<file path="config.mk">
export PLATFORM = sky130hd
export DESIGN_NAME = gray2bin_pipe_flat
export DESIGN_NICKNAME = d
export VERILOG_FILES = /design/src/rtl/gray2bin_pipe_if.sv /design/src/rtl/gray2bin_pipe.sv /design/src/flat_wrapper.sv
export SDC_FILE = /design/constraint.sdc
export NUM_CORES = 1
export LEC_CHECK = 0
export BUFFER_PORTS_ARGS = -buffer_cell sky130_fd_sc_hd__buf_2
export CAP_MARGIN = 20
export CORE_AREA = 2 2 39 41
export CTS_BUF_LIST = sky130_fd_sc_hd__clkbuf_4
export DETAILED_ROUTE_END_ITERATION = 8
export DIE_AREA = 0 0 41 43
export HOLD_SLACK_MARGIN = 0.12
export PLACE_DENSITY = 0.55
export SYNTH_ARGS = -nofsm -noshare
export SYNTH_HDL_FRONTEND = slang
export SYNTH_SLANG_ARGS = --single-unit
export TNS_END_PERCENT = 100
</file>
<file path="constraint.sdc">
create_clock -name clk -period 1.4 [get_ports clk]
set_input_delay 0.28 -clock clk [delete_from_list [all_inputs] [get_ports clk]]
set_output_delay 0.28 -clock clk [all_outputs]
set_load 0.02 [all_outputs]
</file>
<file path="src/rtl/gray2bin_pipe_if.sv">
// Valid/ready stream bundle for the pipelined Gray-to-binary decoder.
// master = upstream producer and downstream consumer side, slave = decoder side.
interface gray2bin_pipe_if #(
  parameter int WIDTH = 4
);
  logic             in_valid;
  logic             in_ready;
  logic [WIDTH-1:0] in_gray;
  logic             out_valid;
  logic             out_ready;
  logic [WIDTH-1:0] out_bin;
  logic             step_err;

  modport master (
    output in_valid, in_gray, out_ready,
    input  in_ready, out_valid, out_bin, step_err
  );

  modport slave (
    input  in_valid, in_gray, out_ready,
    output in_ready, out_valid, out_bin, step_err
  );
endinterface

</file>
<file path="src/rtl/gray2bin_pipe.sv">
// Pipelined Gray-to-binary decoder: STAGES-deep valid/ready pipeline, MSB-first slices per stage.
// Optional step check built when GRAY2BIN_STEP_CHECK_EN is defined (step_err tied 0 otherwise).
module gray2bin_pipe #(
  parameter int WIDTH  = 4,
  parameter int STAGES = 2
) (
  input  logic           clk,
  input  logic           rst_n,
  gray2bin_pipe_if.slave bus
);
  localparam int SLICE = (WIDTH + STAGES - 1) / STAGES;

  // Resolves the bits of slice s; bits above it are already binary, bits below stay Gray.
  function automatic logic [WIDTH-1:0] resolve_slice(input logic [WIDTH-1:0] w, input int s);
    logic [WIDTH-1:0] ones;
    logic [WIDTH-1:0] mask;
    logic [WIDTH-1:0] res;
    int               hi;
    int               lo;
    ones = '1;
    hi   = WIDTH - 1 - s * SLICE;
    lo   = WIDTH - (s + 1) * SLICE;
    if (lo < 0) lo = 0;
    mask = (ones >> (WIDTH - 1 - hi)) & (ones << lo);
    res  = w;
    for (int k = 0; k < SLICE; k++) begin
      res = (res & ~mask) | ((w ^ (res >> 1)) & mask);
    end
    return res;
  endfunction

  logic [STAGES-1:0] r_vld_p;
  logic [WIDTH-1:0]  r_data_p [STAGES];
  logic [STAGES-1:0] w_load;
  logic [STAGES-1:0] w_vin;
  logic [WIDTH-1:0]  w_din [STAGES];

  // A stage loads when it is empty or its successor is loading; bubbles collapse.
  always_comb begin
    logic ld;
    w_load = '0;
    ld     = !r_vld_p[STAGES-1] || bus.out_ready;
    for (int s = STAGES - 1; s >= 0; s--) begin
      if (s != STAGES - 1) ld = !r_vld_p[s] || ld;
      w_load[s] = ld;
    end
  end

  assign w_vin[0] = bus.in_valid;
  assign w_din[0] = bus.in_gray;

  for (genvar g = 1; g < STAGES; g++) begin : g_link
    assign w_vin[g] = r_vld_p[g-1];
    assign w_din[g] = r_data_p[g-1];
  end

  always_ff @(posedge clk or negedge rst_n) begin
    if (!rst_n) begin
      r_vld_p <= '0;
      for (int s = 0; s < STAGES; s++) r_data_p[s] <= '0;
    end else begin
      for (int s = 0; s < STAGES; s++) begin
        if (w_load[s]) begin
          r_vld_p[s] <= w_vin[s];
          if (w_vin[s]) r_data_p[s] <= resolve_slice(w_din[s], s);
        end
      end
    end
  end

  assign bus.in_ready  = w_load[0];
  assign bus.out_valid = r_vld_p[STAGES-1];
  assign bus.out_bin   = r_data_p[STAGES-1];

`ifdef GRAY2BIN_STEP_CHECK_EN
  function automatic logic step_too_large(input logic [WIDTH-1:0] a, input logic [WIDTH-1:0] b);
    return $countones(a ^ b) > 1;
  endfunction

  logic [WIDTH-1:0]  r_prev_gray;
  logic              r_have_prev;
  logic [STAGES-1:0] r_err_p;
  logic [STAGES-1:0] w_ein;
  logic              w_accept;

  assign w_accept = bus.in_valid && w_load[0];
  assign w_ein[0] = r_have_prev && step_too_large(bus.in_gray, r_prev_gray);

  for (genvar g = 1; g < STAGES; g++) begin : g_err_link
    assign w_ein[g] = r_err_p[g-1];
  end

  // The flag rides the pipeline in lockstep with its word.
  always_ff @(posedge clk or negedge rst_n) begin
    if (!rst_n) begin
      r_prev_gray <= '0;
      r_have_prev <= 1'b0;
      r_err_p     <= '0;
    end else begin
      if (w_accept) begin
        r_prev_gray <= bus.in_gray;
        r_have_prev <= 1'b1;
      end
      for (int s = 0; s < STAGES; s++) begin
        if (w_load[s] && w_vin[s]) r_err_p[s] <= w_ein[s];
      end
    end
  end

  assign bus.step_err = r_err_p[STAGES-1];
`else
  assign bus.step_err = 1'b0;
`endif

endmodule

</file>
<file path="src/flat_wrapper.sv">
// flat-port wrapper written by rule: the top's interface ports become plain ports
module gray2bin_pipe_flat 
#(
  parameter int WIDTH  = 4,
  parameter int STAGES = 2
)
  (clk, rst_n, bus_in_valid, bus_in_gray, bus_out_ready, bus_in_ready, bus_out_valid, bus_out_bin, bus_step_err);
  gray2bin_pipe_if #(.WIDTH(WIDTH)) bus_i ();
  input  logic clk;
  input  logic rst_n;
  input wire logic [$bits(bus_i.in_valid)-1:0] bus_in_valid;
  input wire logic [$bits(bus_i.in_gray)-1:0] bus_in_gray;
  input wire logic [$bits(bus_i.out_ready)-1:0] bus_out_ready;
  output wire logic [$bits(bus_i.in_ready)-1:0] bus_in_ready;
  output wire logic [$bits(bus_i.out_valid)-1:0] bus_out_valid;
  output wire logic [$bits(bus_i.out_bin)-1:0] bus_out_bin;
  output wire logic [$bits(bus_i.step_err)-1:0] bus_step_err;
  assign bus_i.in_valid = bus_in_valid;
  assign bus_i.in_gray = bus_in_gray;
  assign bus_i.out_ready = bus_out_ready;
  assign bus_in_ready = bus_i.in_ready;
  assign bus_out_valid = bus_i.out_valid;
  assign bus_out_bin = bus_i.out_bin;
  assign bus_step_err = bus_i.step_err;
  gray2bin_pipe #(.WIDTH(WIDTH), .STAGES(STAGES)) u_core (.clk(clk), .rst_n(rst_n), .bus(bus_i));
endmodule
</file>
### Yosys cells after proc, flatten, opt, wreduce, memory -nomap -nowiden

Cells that the tools add are included.

* bits in registers: 10
* input port bits: 8

* bitwise gates (word level): 8
* reductions and logical operators: 6

Operators with widths (number)
* bitwise OR 2 x 4 -> 4 bit: 2
* bitwise OR 4 x 2 -> 4 bit: 2
* bitwise XOR 4 x 3 -> 4 bit: 2
* AND reduction 2 bit: 2
* bitwise XOR 2 bit: 2
* logical NOT 1 bit: 2
* logical OR 1 bit: 2

### Logic depth before layout (Yosys ltp)

Gate-level depths: netlist (run 1).

* word-level depth: 4
* mapped depth: 3

### Worst setup path after synthesis (run 1)

Ideal clock, no wire load.

* path kind: register -> register
* start point: register u_core.r_vld_p[1]
* end point: register u_core.r_data_p[4] in the netlist's numbering
* arrival: 1.093 ns
* path slack: 0.182 ns
* stages on the path, launching flop included: 4
* path buffers: 0
* period minus slack after synthesis: 1.218 ns
* path through: dfrtp_1 -> nand3b_4 -> nand2_2 -> mux2_2

* longest elaborated chain between the ends: 4

RTL lines
* start, declared: RTL line gray2bin_pipe.sv:32 `logic [STAGES-1:0] r_vld_p;`
* start signal, assigned by index: RTL line gray2bin_pipe.sv:64 `r_vld_p[s] <= w_vin[s];`
* logical NOT 1 bit: RTL line gray2bin_pipe.sv:42 `ld = !r_vld_p[STAGES-1] || bus.out_ready;`
* logical OR 1 bit: RTL line gray2bin_pipe.sv:42
* logical OR 1 bit: RTL line gray2bin_pipe.sv:44 `if (s != STAGES - 1) ld = !r_vld_p[s] || ld;`
* net bus_in_ready: RTL line flat_wrapper.sv:14 `output wire logic [$bits(bus_i.in_ready)-1:0] bus_in_ready;`
* AND reduction 2 bit (no source line)
* end signal, assigned by index: RTL line gray2bin_pipe.sv:65 `if (w_vin[s]) r_data_p[s] <= resolve_slice(w_din[s], s);`
* end, declared: RTL line gray2bin_pipe.sv:33 `logic [WIDTH-1:0] r_data_p [STAGES];`

The timed path passes the listed nets, and every way through them passes these cells.
A chain may end at the register's enable or synchronous reset.

### Worst setup path in the final report (run 1)

* start point: register u_core.r_vld_p[0]
* end point: output bus_in_ready

* longest elaborated chain between the ends: 2

RTL lines (RTL line)
* logical NOT 1 bit: gray2bin_pipe.sv:44
* logical OR 1 bit: gray2bin_pipe.sv:44
* end, declared: flat_wrapper.sv:14

No other way between the ends.

==> results of run 1 <==
per-stage QoR:
step           cells  cell area, sq um  hold WS (ns)  setup slack, ns  total power [mW]
2_1_floorplan     33               459       -0.0156            0.182             0.622
3_3_place_gp      57               507         0.142            0.280             0.630
3_5_place_dp      57               507         0.153            0.260             0.642
4_1_cts           61               539         0.238            0.161             0.836
5_1_grt           61               539         0.246            0.128             0.876
6_report          61               539         0.244            0.176             0.821
synthesized netlist by cell type, drive strengths merged:
master,n
buf,5
conb,1
dfrtp,10
mux2,8
nand2,2
nand2b,3
nand3b,1
xor2,3
cell families (layout without fill, tap and decap cells):
group | Yosys count | in the layout | synth area share [%]
flops | 10 | 10 | 54.5
xor+xnor | 3 | 3 | 5.72
buf+inv | 5 | 17 | 8.18
other cells | 1 | 1 | 0.817
simple gates | 6 | 6 | 11.2
mux | 8 | 8 | 19.6
final cells by class:
| cell class | count | area (sq um) |
|---|---|---|
| fill | 141 | 845 |
| clock buffer | 3 | 22.5 |
| sequential | 10 | 250 |
| tap | 16 | 20.0 |
| multi-input combinational | 18 | 171 |
| timing repair buffer | 14 | 75.1 |
registers in the layout, summed over array words and instances (netlist names):
signal,cells
u_core.r_data_p,4
u_core.r_vld_p,2
u_core.bus.out_bin,4
metal layers:
metal	part of all wire, %	GRT usage, %	vias to the layer above
li1	-	-	127
met1	44	12.1	121
met2	48	11.6	10
met3	7.9	1.57	0
met4	0	10.0	0
met5	0	0	-
power groups by stage:
stage	combinational (mW)	sequential, mW	clock (mW)
after floorplan	0.227	0.395	0
after global placement	0.234	0.396	0
after detailed placement	0.240	0.402	0
after CTS	0.242	0.397	0.197
after global routing	0.257	0.404	0.214
final	0.237	0.395	0.188
cells in the final DEF, fill, tap and decap left out, drive strengths merged:
cell type	count
dlygate4sd3	1
dfrtp	10
nand2	2
nand2b	3
clkbuf	3
xor2	3
conb	1
mux2	8
nand3b	1
buf	13
worst max path at each step:
stage                                        to  slack, ns  cells after the start
final                              bus_in_ready       0.18                      2
after global routing               bus_in_ready       0.13                      2
after CTS                          bus_in_ready       0.16                      2
after detailed placement     u_core.r_data_p[6]       0.26                      4
after global placement    u_core.bus.out_bin[0]       0.28                      4
after floorplan              u_core.r_data_p[4]       0.18                      3
what timing repair did:
action | in CTS | in global routing
hold endpoints to repair | 10 | 0
hold buffers | 1 | 0
resized for setup | 0 | 0
==> metrics.txt, run 1 <==
YS warnings 0; post-DR wirelength/cell 11.0 um; placed wire-length estimate 539 um; starting density of the core 33.2%; slowest cell on the critical path sky130_fd_sc_hd__dfrtp_1; Setup Fix Bufs, Post-CTS 0; Worst Hold Path EP u_core.r_vld_p[0]; netlist area before placement 459 sq um; number of levels in the clock H-tree 1; count of cell types in the netlist 9; wire length of the first global-routing pass 1030 um; worst path required time 1.12 ns; run status complete, no violations; count of port buffers added during placement 13; final count of hold timing violations 0; Crit Path Class flip-flop to output pin; DRT iter0 DRCs 1; Top delay family on crit path flip-flops; main area contributors after synthesis sky130_fd_sc_hd__dfrtp_1, sky130_fd_sc_hd__mux2_2, sky130_fd_sc_hd__buf_4; r2r startpoint u_core.r_vld_p[0]; count of clock tree sinks 10; net count of the mapped netlist 41; Reg2Reg Capture Point u_core.r_data_p[6]; Total Negative Setup Slacks 0 ns; number of I/O pins 15; layout overhead on the synthesized area 17.4%; sequential area share after synthesis 54.5%; Max Clock Freq 817 MHz; startpoint of the most critical hold path bus_in_valid; antenna violations before repair 0; setup repair after global routing missed its margin no; arrival time reported for the critical path endpoint 0.94 ns; number of antenna-violating nets in the routed design 0; shortest period the worst path allows 1.22 ns; share of the cycle needed by the critical path after routing 87.5%; count of pins over their slew limit 0; Die W 41 um; count of buffer and inverter cells on the critical path 1; combinational share of power 28.9%; CTS tree built; router iterations before antenna repair 2; worst hold-check path type primary input to flip-flop; R2R cell count 3; Max clock buf depth 2; internal power consumption 0.565 mW; Worst path max stage delay 0.42 ns; final routed wirelength across all metal layers 673 um; Flop pwr share 48.1%; ratio of cells with drive above 1 in the final layout 57.8%; overall via count from detail_route 258; NumNets Final 55; number of max-capacitance violations reported 0; height of the die 43 um; largest net degree at the start of global routing 11; cell chain of the critical path nand3b_4, buf_2; power per cell area 1520 nW/um^2; standard-cell rows 14; peak supply drop 606 uV; Lkg Pwr 0.258 nW; Sw Pwr 0.256 mW; Worst Setup SP u_core.r_vld_p[0]; root cell of the clock tree sky130_fd_sc_hd__clkbuf_4; worst hold stages 2; register clock-pin slew on the reported worst setup and hold paths 0.06 ns; GRT Resource Usage Total 9.27%; total setup violations reported at the end of the flow 0; via density per instance 4.23; Final Core Density 39.0%; post-synthesis register bit count 10; post-detailed-route DRC marker count 0; die area 1760 sq um; worst reg-to-reg setup slack 0.31 ns; startpoint kind of the worst setup timing path flip-flop; clock latency reported for the late side of the worst-skew pair 0.26 ns; maximum clock skew at final layout 0.00107 ns; standard cell core area 1380 sq um; share of power burned in the clock network 23.0%; fraction of post-synthesis cell area in the top cell type by area 54.5%; Gate Count Post-Synth 33; gr ovfl total 0; library cell occupying the most area in the post-synthesis netlist sky130_fd_sc_hd__dfrtp_1; TritonCTS Buffers 3; average footprint of a synthesized cell 13.9 sq um; Sw Ratio 31.1%; largest fanout of any net on the critical path 3; n_diodes 0; routability cong. 0.653; via count of the first global-routing pass 246; Worst Setup End Kind output pin
Note: power is estimated with default switching activity, not from simulation.
==> run 2, diff against run 1 <==
- CTS_CLUSTER_SIZE: unset -> 16
- GPL_TIMING_DRIVEN: unset -> 0
==> metrics.txt, run 2 (same netlist as run 1, synthesis figures left out) <==
post-DR wirelength/cell 10.8 um; layout overhead on the synthesized area 25.6%; final count of hold timing violations 0; cell chain of the critical path nand3b_4, buf_2; count of clock tree sinks 10; setup repair after global routing missed its margin no; number of levels in the clock H-tree 1; Lkg Pwr 0.283 nW; share of the cycle needed by the critical path after routing 87.7%; number of max-capacitance violations reported 0; run status complete, no violations; n_diodes 0; internal power consumption 0.618 mW; most frequent cells in the layout sky130_fd_sc_hd__buf_2, sky130_fd_sc_hd__dfrtp_1, sky130_fd_sc_hd__mux2_2, sky130_fd_sc_hd__buf_4; die area 1760 sq um; startpoint kind of the worst setup timing path flip-flop; CTS tree built; Final Core Density 41.7%; Worst Setup End Kind output pin; starting density of the core 33.2%; Flop pwr share 45.2%; final routed wirelength across all metal layers 712 um; number of I/O pins 15; Crit Path Class flip-flop to output pin; total setup violations reported at the end of the flow 0; count of port buffers added during placement 13; router iterations before antenna repair 4; Die W 41 um; worst path required time 1.12 ns; standard cell core area 1380 sq um; post-cts resize count 0; startpoint of the most critical hold path bus_in_valid; filler cell count in the final layout 146; Top delay family on crit path flip-flops; overall via count from detail_route 277; R2R cell count 3; largest fanout of any net on the critical path 3; standard-cell rows 14; peak supply drop 627 uV; NumNets Final 60; ratio of cells with drive above 1 in the final layout 62.0%; Reg2Reg Capture Point u_core.r_data_p[6]; via density per instance 4.20; GRT Resource Usage Total 10.1%; routability cong. 0.693; gr ovfl total 0; Max Clock Freq 815 MHz; r2r startpoint u_core.r_vld_p[0]; Max clock buf depth 2; DRT iter0 DRCs 2; Sw Ratio 29.7%; Worst Slack Setup Final 0.172 ns; height of the die 43 um; slowest cell on the critical path sky130_fd_sc_hd__dfrtp_1; worst hold stages 2; count of buffer and inverter cells on the critical path 1; register clock-pin slew on the reported worst setup and hold paths 0.06 ns; worst hold-check path type primary input to flip-flop; arrival time reported for the critical path endpoint 0.95 ns; antenna violations before repair 0; count of pins over their slew limit 0; Sw Pwr 0.260 mW; root cell of the clock tree sky130_fd_sc_hd__clkbuf_4; post-detailed-route DRC marker count 0; number of antenna-violating nets in the routed design 0; Worst Hold Path EP u_core.r_vld_p[0]; combinational share of power 33.8%; TritonCTS Buffers 3; power per cell area 1520 nW/um^2; placed wire-length estimate 579 um; maximum clock skew at final layout 0.00157 ns; Worst path max stage delay 0.42 ns; worst reg-to-reg setup slack 0.29 ns; DP Worst Slack 0.254 ns; register area 250 sq um; wire length of the first global-routing pass 1170 um; largest net degree at the start of global routing 11; multi-input combinational cell area 171 sq um; via count of the first global-routing pass 259; Total Negative Setup Slacks 0 ns; share of power burned in the clock network 21.0%; leading cell type in the layout, fill and taps excluded sky130_fd_sc_hd__buf_2; final hold slack 0.246 ns; shortest period the worst path allows 1.23 ns; clock latency reported for the late side of the worst-skew pair 0.25 ns
-- run 2: cell count changes in the layout (fill, tap and decap cells not counted) --
cell,delta
sky130_fd_sc_hd__buf_4,+5
-- run 2: through the flow --
stage / instance area [sq um] / power, mW / instances
3_3_place_gp: 544 / 0.691 / 62
6_report: 577 / 0.878 / 66
2_1_floorplan: 459 / 0.622 / 33
4_1_cts: 577 / 0.897 / 66
5_1_grt: 577 / 0.953 / 66
3_5_place_dp: 544 / 0.704 / 62
-- run 2: worst max path at each step --
stage / startpoint / to / slack [ns] / depth (start not counted)
3_5_place_dp: bus_out_ready / u_core.r_data_p[6] / 0.25 / 4
5_1_grt: u_core.r_vld_p[0] / bus_in_ready / 0.12 / 2
4_1_cts: u_core.r_vld_p[0] / bus_in_ready / 0.16 / 2
2_1_floorplan: u_core.r_vld_p[1] / u_core.r_data_p[4] / 0.18 / 3
6_report: u_core.r_vld_p[0] / bus_in_ready / 0.17 / 2
3_3_place_gp: bus_out_ready / u_core.bus.out_bin[2] / 0.28 / 4
-- run 2: power groups by stage --
stage / registers, mW / clock network (mW) / logic, mW
after CTS: 0.399 / 0.196 / 0.302
after floorplan: 0.395 / 0 / 0.227
after global placement: 0.398 / 0 / 0.293
final: 0.397 / 0.185 / 0.297
after global routing: 0.407 / 0.220 / 0.326
after detailed placement: 0.405 / 0 / 0.300
-- run 2: per-layer routing --
layer	share of wire (%)	wire, um	vias up	track usage (%)
li1	-	-	138	-
met1	45	319	129	12.8
met2	49	346	10	13.4
met3	6.3	45	0	3.14
met4	0	0	0	8.00
met5	0	0	-	0
-- run 2: repair_timing --
| action | CTS | global route |
|---|---|---|
| hold buffers | 1 | 0 |
| endpoints found under the hold margin | 10 | 0 |
| buffers inserted | 0 | 0 |
-- run 2: area by class of cell --
class | count | area share, %
plain buffers | 5 | 6.51
well taps | 16 | 3.47
clock buffers | 3 | 3.90
repair buffers | 14 | 13.0
multi-input cells | 18 | 29.7
flip-flops and latches | 10 | 43.4
